<file path="src/rtl/mau_pkg.sv">
// mau_pkg: size encodings, FSM states and default memory size shared by mem_access_unit.
package mau_pkg;
  localparam logic [1:0] SZ_BYTE = 2'b00;
  localparam logic [1:0] SZ_HALF = 2'b01;
  localparam logic [1:0] SZ_WORD = 2'b10;
  localparam logic [1:0] SZ_ILL  = 2'b11;
  localparam int unsigned MEM_BYTES_DEF = 256;
  typedef enum logic [2:0] {IDLE, RD, WR_SETUP, WR_PULSE, RESP} state_t;
endpackage

</file>
<file path="src/rtl/mau_lane_align.sv">
// mau_lane_align: big-endian lane select/extend for loads and lane merge for sub-word stores.
// Only present when MAU_SUBWORD_EN is defined.
`ifdef MAU_SUBWORD_EN
module mau_lane_align
  import mau_pkg::*;
(
  input  logic [31:0] word_i,
  input  logic [1:0]  addr_i,
  input  logic [1:0]  size_i,
  input  logic        signed_i,
  input  logic [15:0] sdata_i,
  output logic [31:0] load_o,
  output logic [31:0] store_o
);
  logic [4:0]  sh;
  logic [31:0] mask;
  logic [15:0] lane;
  always_comb begin
    sh = size_i == SZ_BYTE ? {~addr_i, 3'b000} : size_i == SZ_HALF ? {~addr_i[1], 4'b0000} : 5'd0;
    mask = size_i == SZ_BYTE ? 32'h0000_00FF : size_i == SZ_HALF ? 32'h0000_FFFF : 32'hFFFF_FFFF;
    lane = 16'(word_i >> sh);
    load_o = size_i == SZ_BYTE ? {{24{signed_i & lane[7]}}, lane[7:0]} :
             size_i == SZ_HALF ? {{16{signed_i & lane[15]}}, lane} : word_i;
    store_o = (word_i & ~(mask << sh)) | (({16'h0000, sdata_i} & mask) << sh);
  end
endmodule
`endif

</file>
<file path="src/rtl/mem_access_unit.sv">
// mem_access_unit: load/store initiator for a big-endian, byte-addressed memory port.
// Define MAU_SUBWORD_EN for byte/halfword accesses; otherwise only word accesses are legal.
module mem_access_unit
  import mau_pkg::*;
#(
  parameter int unsigned MEM_BYTES = MEM_BYTES_DEF
) (
  input  logic        clk,
  input  logic        rst_n,
  input  logic        reqValid,
  output logic        reqReady,
  input  logic        reqWrite,
  input  logic [1:0]  reqSize,
  input  logic        reqSigned,
  input  logic [31:0] reqAddr,
  input  logic [31:0] reqData,
  output logic        respValid,
  input  logic        respReady,
  output logic [31:0] respData,
  output logic        respErr,
  output logic        MemRead,
  output logic        MemWrite,
  output logic [31:0] memAddress,
  output logic [31:0] memWriteData,
  input  logic [31:0] memReadData
);
  state_t      state_q, state_d;
  logic [31:0] addr_q, addr_d, wdata_q, wdata_d, rdata_q, rdata_d;
  logic        err_q, err_d, req_err, rd_to_wr;
  logic [31:0] rd_val, merged;
`ifdef MAU_SUBWORD_EN
  logic [1:0]  lane_q, lane_d, size_q, size_d;
  logic        sgn_q, sgn_d, write_q, write_d;
  logic [15:0] sdata_q, sdata_d;
  mau_lane_align u_align (
    .word_i  (memReadData),
    .addr_i  (lane_q),
    .size_i  (size_q),
    .signed_i(sgn_q),
    .sdata_i (sdata_q),
    .load_o  (rd_val),
    .store_o (merged)
  );
  assign rd_to_wr = write_q;
  assign req_err  = reqSize == SZ_ILL || (reqSize == SZ_HALF && reqAddr[0]) ||
                    (reqSize == SZ_WORD && reqAddr[1:0] != 2'b00) || reqAddr >= 32'(MEM_BYTES);
`else
  logic unused_sgn;
  assign unused_sgn = reqSigned;
  assign rd_val     = memReadData;
  assign merged     = memReadData;
  assign rd_to_wr   = 1'b0;
  assign req_err    = reqSize != SZ_WORD || reqAddr[1:0] != 2'b00 || reqAddr >= 32'(MEM_BYTES);
`endif
  assign memAddress   = addr_q;
  assign memWriteData = wdata_q;
  assign respData     = rdata_q;
  assign respErr      = err_q;
  always_comb begin
    state_d = state_q;
    addr_d  = addr_q;
    wdata_d = wdata_q;
    rdata_d = rdata_q;
    err_d   = err_q;
`ifdef MAU_SUBWORD_EN
    lane_d  = lane_q;
    size_d  = size_q;
    sgn_d   = sgn_q;
    write_d = write_q;
    sdata_d = sdata_q;
`endif
    case (state_q)
      IDLE: if (reqValid) begin
`ifdef MAU_SUBWORD_EN
        lane_d  = reqAddr[1:0];
        size_d  = reqSize;
        sgn_d   = reqSigned;
        write_d = reqWrite;
        sdata_d = reqData[15:0];
`endif
        err_d   = req_err;
        rdata_d = '0;
        if (req_err) state_d = RESP;
        else begin
          addr_d = {reqAddr[31:2], 2'b00};
          // word stores skip the read; everything else reads the word first
          if (reqWrite && reqSize == SZ_WORD) begin
            wdata_d = reqData;
            state_d = WR_SETUP;
          end else state_d = RD;
        end
      end
      RD: if (rd_to_wr) begin
        wdata_d = merged;
        state_d = WR_SETUP;
      end else begin
        rdata_d = rd_val;
        state_d = RESP;
      end
      WR_SETUP: state_d = WR_PULSE;
      WR_PULSE: state_d = RESP;
      RESP:     state_d = respReady ? IDLE : RESP;
      default:  state_d = IDLE;
    endcase
  end
  always_ff @(posedge clk or negedge rst_n) begin
    if (!rst_n) begin
      state_q   <= IDLE;
      addr_q    <= '0;
      wdata_q   <= '0;
      rdata_q   <= '0;
      err_q     <= 1'b0;
      reqReady  <= 1'b1;
      respValid <= 1'b0;
      MemRead   <= 1'b0;
      MemWrite  <= 1'b0;
`ifdef MAU_SUBWORD_EN
      lane_q    <= '0;
      size_q    <= '0;
      sgn_q     <= 1'b0;
      write_q   <= 1'b0;
      sdata_q   <= '0;
`endif
    end else begin
      state_q   <= state_d;
      addr_q    <= addr_d;
      wdata_q   <= wdata_d;
      rdata_q   <= rdata_d;
      err_q     <= err_d;
      reqReady  <= state_d == IDLE;
      respValid <= state_d == RESP;
      MemRead   <= state_d == RD;
      MemWrite  <= state_d == WR_PULSE;
`ifdef MAU_SUBWORD_EN
      lane_q    <= lane_d;
      size_q    <= size_d;
      sgn_q     <= sgn_d;
      write_q   <= write_d;
      sdata_q   <= sdata_d;
`endif
    end
  end
endmodule

</file>
<file path="config.mk">
export PLATFORM = sky130hd
export DESIGN_NAME = mem_access_unit
export DESIGN_NICKNAME = d
export VERILOG_FILES = /design/src/rtl/mau_pkg.sv /design/src/rtl/mau_lane_align.sv /design/src/rtl/mem_access_unit.sv
export SDC_FILE = /design/constraint.sdc
export NUM_CORES = 1
export LEC_CHECK = 0
export BUFFER_PORTS_ARGS = -buffer_cell sky130_fd_sc_hd__buf_2
export CELL_PAD_IN_SITES_DETAIL_PLACEMENT = 0
export CELL_PAD_IN_SITES_GLOBAL_PLACEMENT = 1
export CORE_MARGIN = 3
export CORE_UTILIZATION = 31
export DETAILED_ROUTE_END_ITERATION = 6
export GPL_TIMING_DRIVEN = 0
export PLACE_DENSITY_LB_ADDON = 0.1
export SETUP_SLACK_MARGIN = 0.15
export SYNTH_ARGS = -nofsm -noshare
export SYNTH_HDL_FRONTEND = slang
export SYNTH_HIERARCHICAL = 1
export SYNTH_SLANG_ARGS = --single-unit
</file>
<file path="constraint.sdc">
create_clock -name clk -period 1.9 [get_ports clk]
set_clock_uncertainty 0.1 [all_clocks]
set_input_delay 0.095 -clock clk [delete_from_list [all_inputs] [get_ports clk]]
set_output_delay 0.095 -clock clk [all_outputs]
set_load 0.03 [all_outputs]
</file>
==> results of run 1 <==
==> report_power, final <==
part | switching (mW) | internal [mW]
sequential | 0.00725 | 2.18
clock | 0.757 | 1.14
combinational | 0.171 | 0.220
==> state kept, by name (all words and copies together), names as in the netlist <==
name and count:
respErr 1, MemWrite 1, respData 32, state_q 3, reqReady 1, memAddress 30, memWriteData 32, respValid 1
MemRead 1
==> repair_timing <==
action / 4_1_cts / 5_1_grt
hold buffers: 72 / 0
setup endpoints to repair: 90 / 80
setup buffers: 9 / 1
resized for setup: 11 / 6
pin swaps: 2 / 0
endpoints found under the hold margin: 121 / 0
==> synthesized netlist by cell type (all sizes together) <==
library cell	count
dfstp	1
nand3b	1
nor2	4
a22o	32
dfrtp	101
mux2	38
nand4	1
and2b	1
a31oi	2
nand2	1
nor3b	1
buf	8
and2	2
nor4	7
and3	2
conb	1
nor4b	3
nor2b	25
and4	3
a21oi	1
clkbuf	7
nand2b	1
a21o	1
o31ai	2
nor3	1
==> logic make-up after synthesis <==
| logic type | after synthesis | share of synthesized area [%] |
|---|---|---|
| buffers and inverters | 15 | 2.47 |
| AND/OR/NAND/NOR | 53 | 9.74 |
| multiplexers | 38 | 13.9 |
| AO/OA/AOI/OAI | 38 | 8.23 |
| other | 1 | 0.0963 |
| flip-flops | 102 | 65.6 |
==> critical path, cell delays in order, from the launching register on <==
cell and delay [ns]:
sky130_fd_sc_hd__dfrtp_2 0.44, sky130_fd_sc_hd__nor4b_4 0.32, sky130_fd_sc_hd__and2b_1 0.20, sky130_fd_sc_hd__nand4_4 0.17
sky130_fd_sc_hd__buf_8 0.22, sky130_fd_sc_hd__mux2_4 0.30
==> final cells by class <==
cell class	count	area share, %
plain buffers	15	1.86
well taps	168	3.33
flip-flops and latches	102	40.5
repair buffers	284	29.1
clock buffers	10	3.63
multi-input cells	131	20.4
clock inverters	5	1.19
==> worst paths after layout <==
check                      slack (ns)               end            from  cells past startpoint
max reg2reg                      0.02  memWriteData[17]      state_q[2]                      5
min                              0.09        state_q[0]        reqValid                      3
max                              0.02  memWriteData[17]      state_q[2]                      5
min in group asynchronous        0.23  memWriteData[14]           rst_n                      2
max in group asynchronous        0.74          reqReady           rst_n                      3
min reg2reg                      0.39    memAddress[18]  memAddress[18]                      1
==> layout by cell type, fill, tap and decap left out, drive strengths merged <==
| cell | synthesis | routed |
|---|---|---|
| nor3b | 1 | 1 |
| nor2b | 25 | 25 |
| nor3 | 1 | 1 |
| a21oi | 1 | 1 |
| nand2 | 1 | 1 |
| and2b | 1 | 1 |
| mux2 | 38 | 38 |
| nand2b | 1 | 1 |
| nor4b | 3 | 3 |
| and2 | 2 | 2 |
| nor4 | 7 | 7 |
| nand3b | 1 | 1 |
| clkinv | 0 | 3 |
| o31ai | 2 | 2 |
| and3 | 2 | 2 |
| bufinv | 0 | 2 |
| a31oi | 2 | 2 |
| a22o | 32 | 32 |
| nand4 | 1 | 1 |
| clkbuf | 7 | 17 |
| a21o | 1 | 1 |
| conb | 1 | 2 |
| buf | 8 | 220 |
| dfrtp | 101 | 101 |
| dfstp | 1 | 1 |
| nor2 | 4 | 4 |
| and4 | 3 | 3 |
| dlygate4sd3 | 0 | 72 |
==> routing by layer <==
metal  part of all wire, %  up-vias  GRT usage (%)
met5                     0        -              0
met4                   1.2        0           4.18
met3                   8.0       10           6.44
met2                    49      124           25.0
met1                    42     1457           19.2
li1                      -     1471              -
==> impl_summary.md, run 1 <==
GRT
The overall routing resource usage is between 10% and 20%. The total grt overflow is 0. The pin count of the biggest net entering global routing is between 50 and 60. The global-route wire length before repair is 17.2 mm. The number of global-route vias before repair came to 3269.

The initial antenna violation count came to 0.

Final layout
Counting the fill cells in the layout gives roughly 1.1k. Compared with the post-synthesis result, the final layout area differs by 62.2%. Summing all flip-flop and latch instances after layout gives 0.00256 mm².

The number of nets in the finished design is about 650. Summing all multi-input logic gate instances after layout gives between 0.001 and 0.0015 mm². The antenna diode count is 0. The final design utilization is 51.9%. With fillers left out, the area of the finished cells amounts to 0.00631 mm². After the flow finishes, the layout carries non-filler instances totaling 715.

The share of layout cells above drive strength 1 is 51.6%.

Synth
The synthesis-stage register bit count is about 100. The average cell area after synthesis is 15.8 µm². After synthesis, the cell types taking the most area are sky130_fd_sc_hd__dfrtp_1 (65%), sky130_fd_sc_hd__mux2_4 (12%), sky130_fd_sc_hd__a22o_1 (7.2%).

The number of different library cells in the post-synthesis netlist is 32. The largest area contributor in the netlist is sky130_fd_sc_hd__dfrtp_1. The sequential fraction of the synthesis area is 65.6%. After technology mapping, the gate count stands at 247. The cell area after synthesis is 0.00389 mm². Yosys printed 6 warnings. In this run the biggest area consumer among cell types represents 64.9% of the synthesized area.

Power and ir drop
Dividing total power by cell area gives a power density of 709 mW/mm². Total power for the finished layout comes to 4.48 mW. Across the VDD grid, the largest voltage drop is 0.406 mV. The analysis attributes to cell leakage a power of 3.57 nW.

Timing
The final number of setup-violating endpoints is 0. After layout, the worst path uses 98.9% of the clock period. The worst-case headroom to the max-slew limit is 56.6%. The actual slew at the worst max-slew pin is 0.651 ns. The setup total negative slack is 0 ns. The final hold violation count is 0. Setup repair after global routing could not meet its margin everywhere. The clock period minus final worst setup slack is 1.88 ns. The final count of pins violating max slew is 0. On the final layout, the worst hold slack is 0.0908 ns.

Static timing analysis puts the maximum clock frequency at 532 MHz. The final worst-path setup slack is between 0.02 and 0.025 ns.

Drt
The first-pass iteration count of the detailed router is 4. The total vias in the final route is 3062. After the first detailed-routing iteration, the DRC count stood at 96.

The count of nets left with antenna violations once routing finished came out at 0. The final routed wirelength across all metal layers is 10.5 mm. The ratio of routed vias to standard cells is around 4.3.

After detailed routing, the number of remaining DRC violations is 0. The average detailed-routed wire length per instance is 14.6 µm.

Place
The estimated wirelength of the detail-placed design is 7.09 mm. In this run the tool buffered the top-level ports with around 200 buffer cells. The cell count after placement is 618.

The pre-CTS worst setup slack is -0.484 ns. The post-detailed-placement cell area is between 0.005 and 0.006 mm². Routability-driven placement finished with a final weighted congestion of roughly 0.74.

Floorplanning
The total core area is 0.0122 mm². The die covers ~0.014 mm². The width of the die is between 100 and 150 µm. The initial utilization of the core area, before any placement, comes to 32.0%.

The die height is 118 µm. The number of rows created at floorplan is 40. In this run the count of I/O pins placed on the die edge is 205.

Clock tree
The clock network latency to the later pin of the worst-skew pair is 0.34 ns. The clock transition at the register clock pins on the worst setup and hold paths after CTS is 0.06 ns. The H-tree generated during clock tree synthesis spans 3 levels. The clock root buffer is sky130_fd_sc_hd__clkbuf_16.

The TritonCTS sink count is 102. TritonCTS built the clock tree. The TritonCTS buffer count is 9. The longest clock path from root to sink contains 2 buffers.

Outcome
The run finished with clean final reports.

Job
The number of maximum-capacitance constraint violations is 0.

Setup path
At the worst endpoint, the required time is approximately 2.0 ns. STA classifies the critical path endpoint as a flip-flop. The critical path is of the reg -> reg type. For the worst setup path, the data arrival time is 2.00 ns. STA classifies the critical path startpoint as a flip-flop. The worst-path maximum fanout is 10.

Min path
The path type of the worst min-delay path is in -> reg.
Power figures use the tool's default switching activity.
==> inputs of run 2 (changes only) <==
--- a/config.mk
+++ b/config.mk
@@ -8,13 +8,15 @@
 export BUFFER_PORTS_ARGS = -buffer_cell sky130_fd_sc_hd__buf_2
 export CELL_PAD_IN_SITES_DETAIL_PLACEMENT = 0
 export CELL_PAD_IN_SITES_GLOBAL_PLACEMENT = 1
+export CORE_ASPECT_RATIO = 0.75
 export CORE_MARGIN = 3
 export CORE_UTILIZATION = 31
 export DETAILED_ROUTE_END_ITERATION = 6
 export GPL_TIMING_DRIVEN = 0
-export PLACE_DENSITY_LB_ADDON = 0.1
+export PLACE_DENSITY_LB_ADDON = 0.08
 export SETUP_SLACK_MARGIN = 0.15
 export SYNTH_ARGS = -nofsm -noshare
 export SYNTH_HDL_FRONTEND = slang
 export SYNTH_HIERARCHICAL = 1
 export SYNTH_SLANG_ARGS = --single-unit
+export TNS_END_PERCENT = 50
==> impl_summary.md, run 2 (synthesis results as in run 1) <==
Drt
The total DRC errors in the routed layout came to 0 (unchanged). The number of DRC markers in iteration 0 is 48 (-50%). The number of antenna-violating nets in the routed design was 0 (unchanged).

The ratio of routed vias to standard cells came to 4.34 (+1.4%). The final routed wirelength across all metal layers is 10.4 mm (about the same). The total vias in the final route is 3088 (+0.85%). The average detailed-routed wire length per instance came to 14.7 µm (+0.55%). The first-pass iteration count of the detailed router was 4 (unchanged).

Timing
The final hold violation count is 0 (unchanged). The final count of pins violating max slew came to 0 (unchanged). The actual slew at the worst max-slew pin is 0.547 ns (-0.105 ns). The period utilization is 98.6% (-0.28 points). Setup repair after global routing could not meet its margin everywhere.

The maximum clock rate came to 534 MHz (+0.28%). The final hold slack came to 0.0925 ns (+0.00170 ns). The worst-case headroom to the max-slew limit is 63.6% (+7.0 points). The final number of setup-violating endpoints was 0 (unchanged). The clock period minus final worst setup slack is 1.87 ns (-0.00529 ns).

Final layout
The share of layout cells above drive strength 1 is 52.8% (+1.3 points). The number of nets in the finished design came to 648 (+0.15%). The antenna diode count is 0 (unchanged).

The library cells used most frequently in the layout, excluding fill and tap cells, are sky130_fd_sc_hd__buf_2 (202), sky130_fd_sc_hd__dfrtp_1 (98), sky130_fd_sc_hd__dlygate4sd3_1 (72). The most frequent standard cell in the layout excluding fill and tap cells is sky130_fd_sc_hd__buf_2. The synthesis-to-layout area growth is 61.7%.

Floorplanning
The initial standard-cell utilization of the core is 32.7% (+0.67 points). The area of the die is 0.0140 mm² (about the same). The total core area came to 0.0119 mm² (-2.1%). The number of rows created at floorplan is 34 (-15%). The top-level port count came to 205 (unchanged). The die height came to 103 µm (-13%). The width of the die is 135 µm (+15%).

Job
The number of maximum-capacitance constraint violations is 0 (unchanged).

Outcome
The flow ran to the end, and the final reports show no timing, DRC or antenna violations.

Min path
The path type of the worst min-delay path is in -> reg.

GRT
The global-route wire length before repair came to 16.5 mm (-4.0%). The initial antenna violation count is 0 (unchanged). The pin count of the biggest net entering global routing is 63 (+17%).

The total grt overflow came to 0 (unchanged). The overall routing resource usage is 15.1% (-0.41 points). The number of global-route vias before repair is 3285 (+0.49%).

Power and ir drop
The leakage power is 3.56 nW (about the same). The power density normalized to cell area is 675 mW/mm² (-4.8%). The overall power after layout was 4.25 mW (-5.1%).

The worst voltage drop across the vdd grid is 0.447 mV (+10%).

Clock tree
The CTS H-tree depth is 3 (unchanged). The TritonCTS buffer count came to 9 (unchanged). The clock root buffer is sky130_fd_sc_hd__clkbuf_16. The clock transition at the register clock pins on the worst setup and hold paths after CTS came to 0.07 ns (about the same).

The clock network latency to the later pin of the worst-skew pair is 0.34 ns (about the same). The TritonCTS sink count is 102 (unchanged). The maximum clock insertion buffer count is 2 (unchanged). The TritonCTS clock tree is yes.

Setup path
The biggest cell delay along the critical path is 0.43 ns (about the same). The kind of cell with the highest combined delay along the critical path is simple AND/OR/NAND/NOR gates. The required time reported for the critical path endpoint is 2.02 ns (about the same).

The worst endpoint data arrival time is 2.00 ns (about the same). STA classifies the critical path endpoint as a flip-flop. The slowest library cell on the worst path is sky130_fd_sc_hd__dfrtp_2. The critical path goes through nor4b_4 > and2b_1 > nand4_4 > buf_4 > buf_8 > mux2_4. The worst path buffer plus inverter count was 2 (+1). The worst-path maximum fanout is 10 (unchanged).

The category of the most critical setup path is reg -> reg. The startpoint type of the worst setup path is a flip-flop.

Place
The routability-driven placement congestion ratio came to 0.776 (+5.0%). The number of port buffers was 201 (unchanged). The estimated wirelength of the detail-placed design is 7.12 mm (+0.42%).
run 2: changes by cell type in the layout (fill, tap and decap cells not counted), moves of 2 or more:
cell / before / now
sky130_fd_sc_hd__buf_12: 0 / 2
sky130_fd_sc_hd__buf_4: 11 / 13
sky130_fd_sc_hd__buf_6: 3 / 0
sky130_fd_sc_hd__buf_8: 4 / 2
sky130_fd_sc_hd__bufinv_16: 2 / 0
sky130_fd_sc_hd__clkbuf_1: 8 / 3
sky130_fd_sc_hd__clkbuf_2: 0 / 6
sky130_fd_sc_hd__clkinv_2: 3 / 1
sky130_fd_sc_hd__clkinvlp_4: 0 / 3
run 2: layout make-up:
cell class,count,area [µm²]
Timing Repair Buffer,285,1860
Multi-Input combinational cell,131,1280
Sequential cell,102,2560
Buffer,15,129
Tap cell,162,203
Fill cell,1049,5620
Clock inverter,5,36.3
Clock buffer,11,233
run 2: path summary, 6_finish.rpt:
kind / slack (ns) / from / cells after the start / end
max in group asynchronous: 0.80 / rst_n / 3 / reqReady
worst min-delay path: 0.09 / reqValid / 3 / state_q[0]
min in group asynchronous: 0.18 / rst_n / 2 / memAddress[9]
worst max-delay path: 0.03 / state_q[2] / 6 / memWriteData[18]
worst min register to register: 0.39 / memAddress[16] / 1 / memAddress[16]
worst max register to register: 0.03 / state_q[2] / 6 / memWriteData[18]
run 2: stage by stage:
step                      area (µm²)  setup TNS, ns  setup WS, ns  instances  util (%)
after floorplan                 3910              0        0.0933        248         -
after global placement          5120         -53.60        -0.506        611      43.0
after detailed placement        5150          -3.67        -0.120        612      43.2
after CTS                       6230              0       0.00763        709      52.3
after global routing            6300         -0.817       -0.0395        711      52.9
final                           6300              0        0.0258        711      52.9
run 2: metal layers:
metal  wire length (µm)  track usage (%)  share of wire [%]
met3                766             4.83                7.3
met2               4980             24.4                 48
met1               4620             20.0                 44
met5                  0                0                  0
met4                 86             3.72               0.82
run 2: timing repair:
item                       in CTS  in global routing
setup endpoints to repair      68                 68
setup buffers                   8                  2
gates cloned                    1                  0
hold endpoints to repair      112                  0
pin swaps                       1                  3
resized for setup               5                 22
hold buffers                   72                  0
run 2: tightest hold or removal path, stage by stage:
cell                     delay [ns]
sky130_fd_sc_hd__buf_2         0.09
sky130_fd_sc_hd__and4_1        0.16
sky130_fd_sc_hd__a21o_1        0.14
run 2: where the power goes:
| group | switching, mW | total, mW | internal [mW] |
|---|---|---|---|
| combinational | 0.168 | 0.387 | 0.219 |
| sequential | 0.00568 | 2.19 | 2.18 |
| clock | 0.787 | 1.68 | 0.889 |
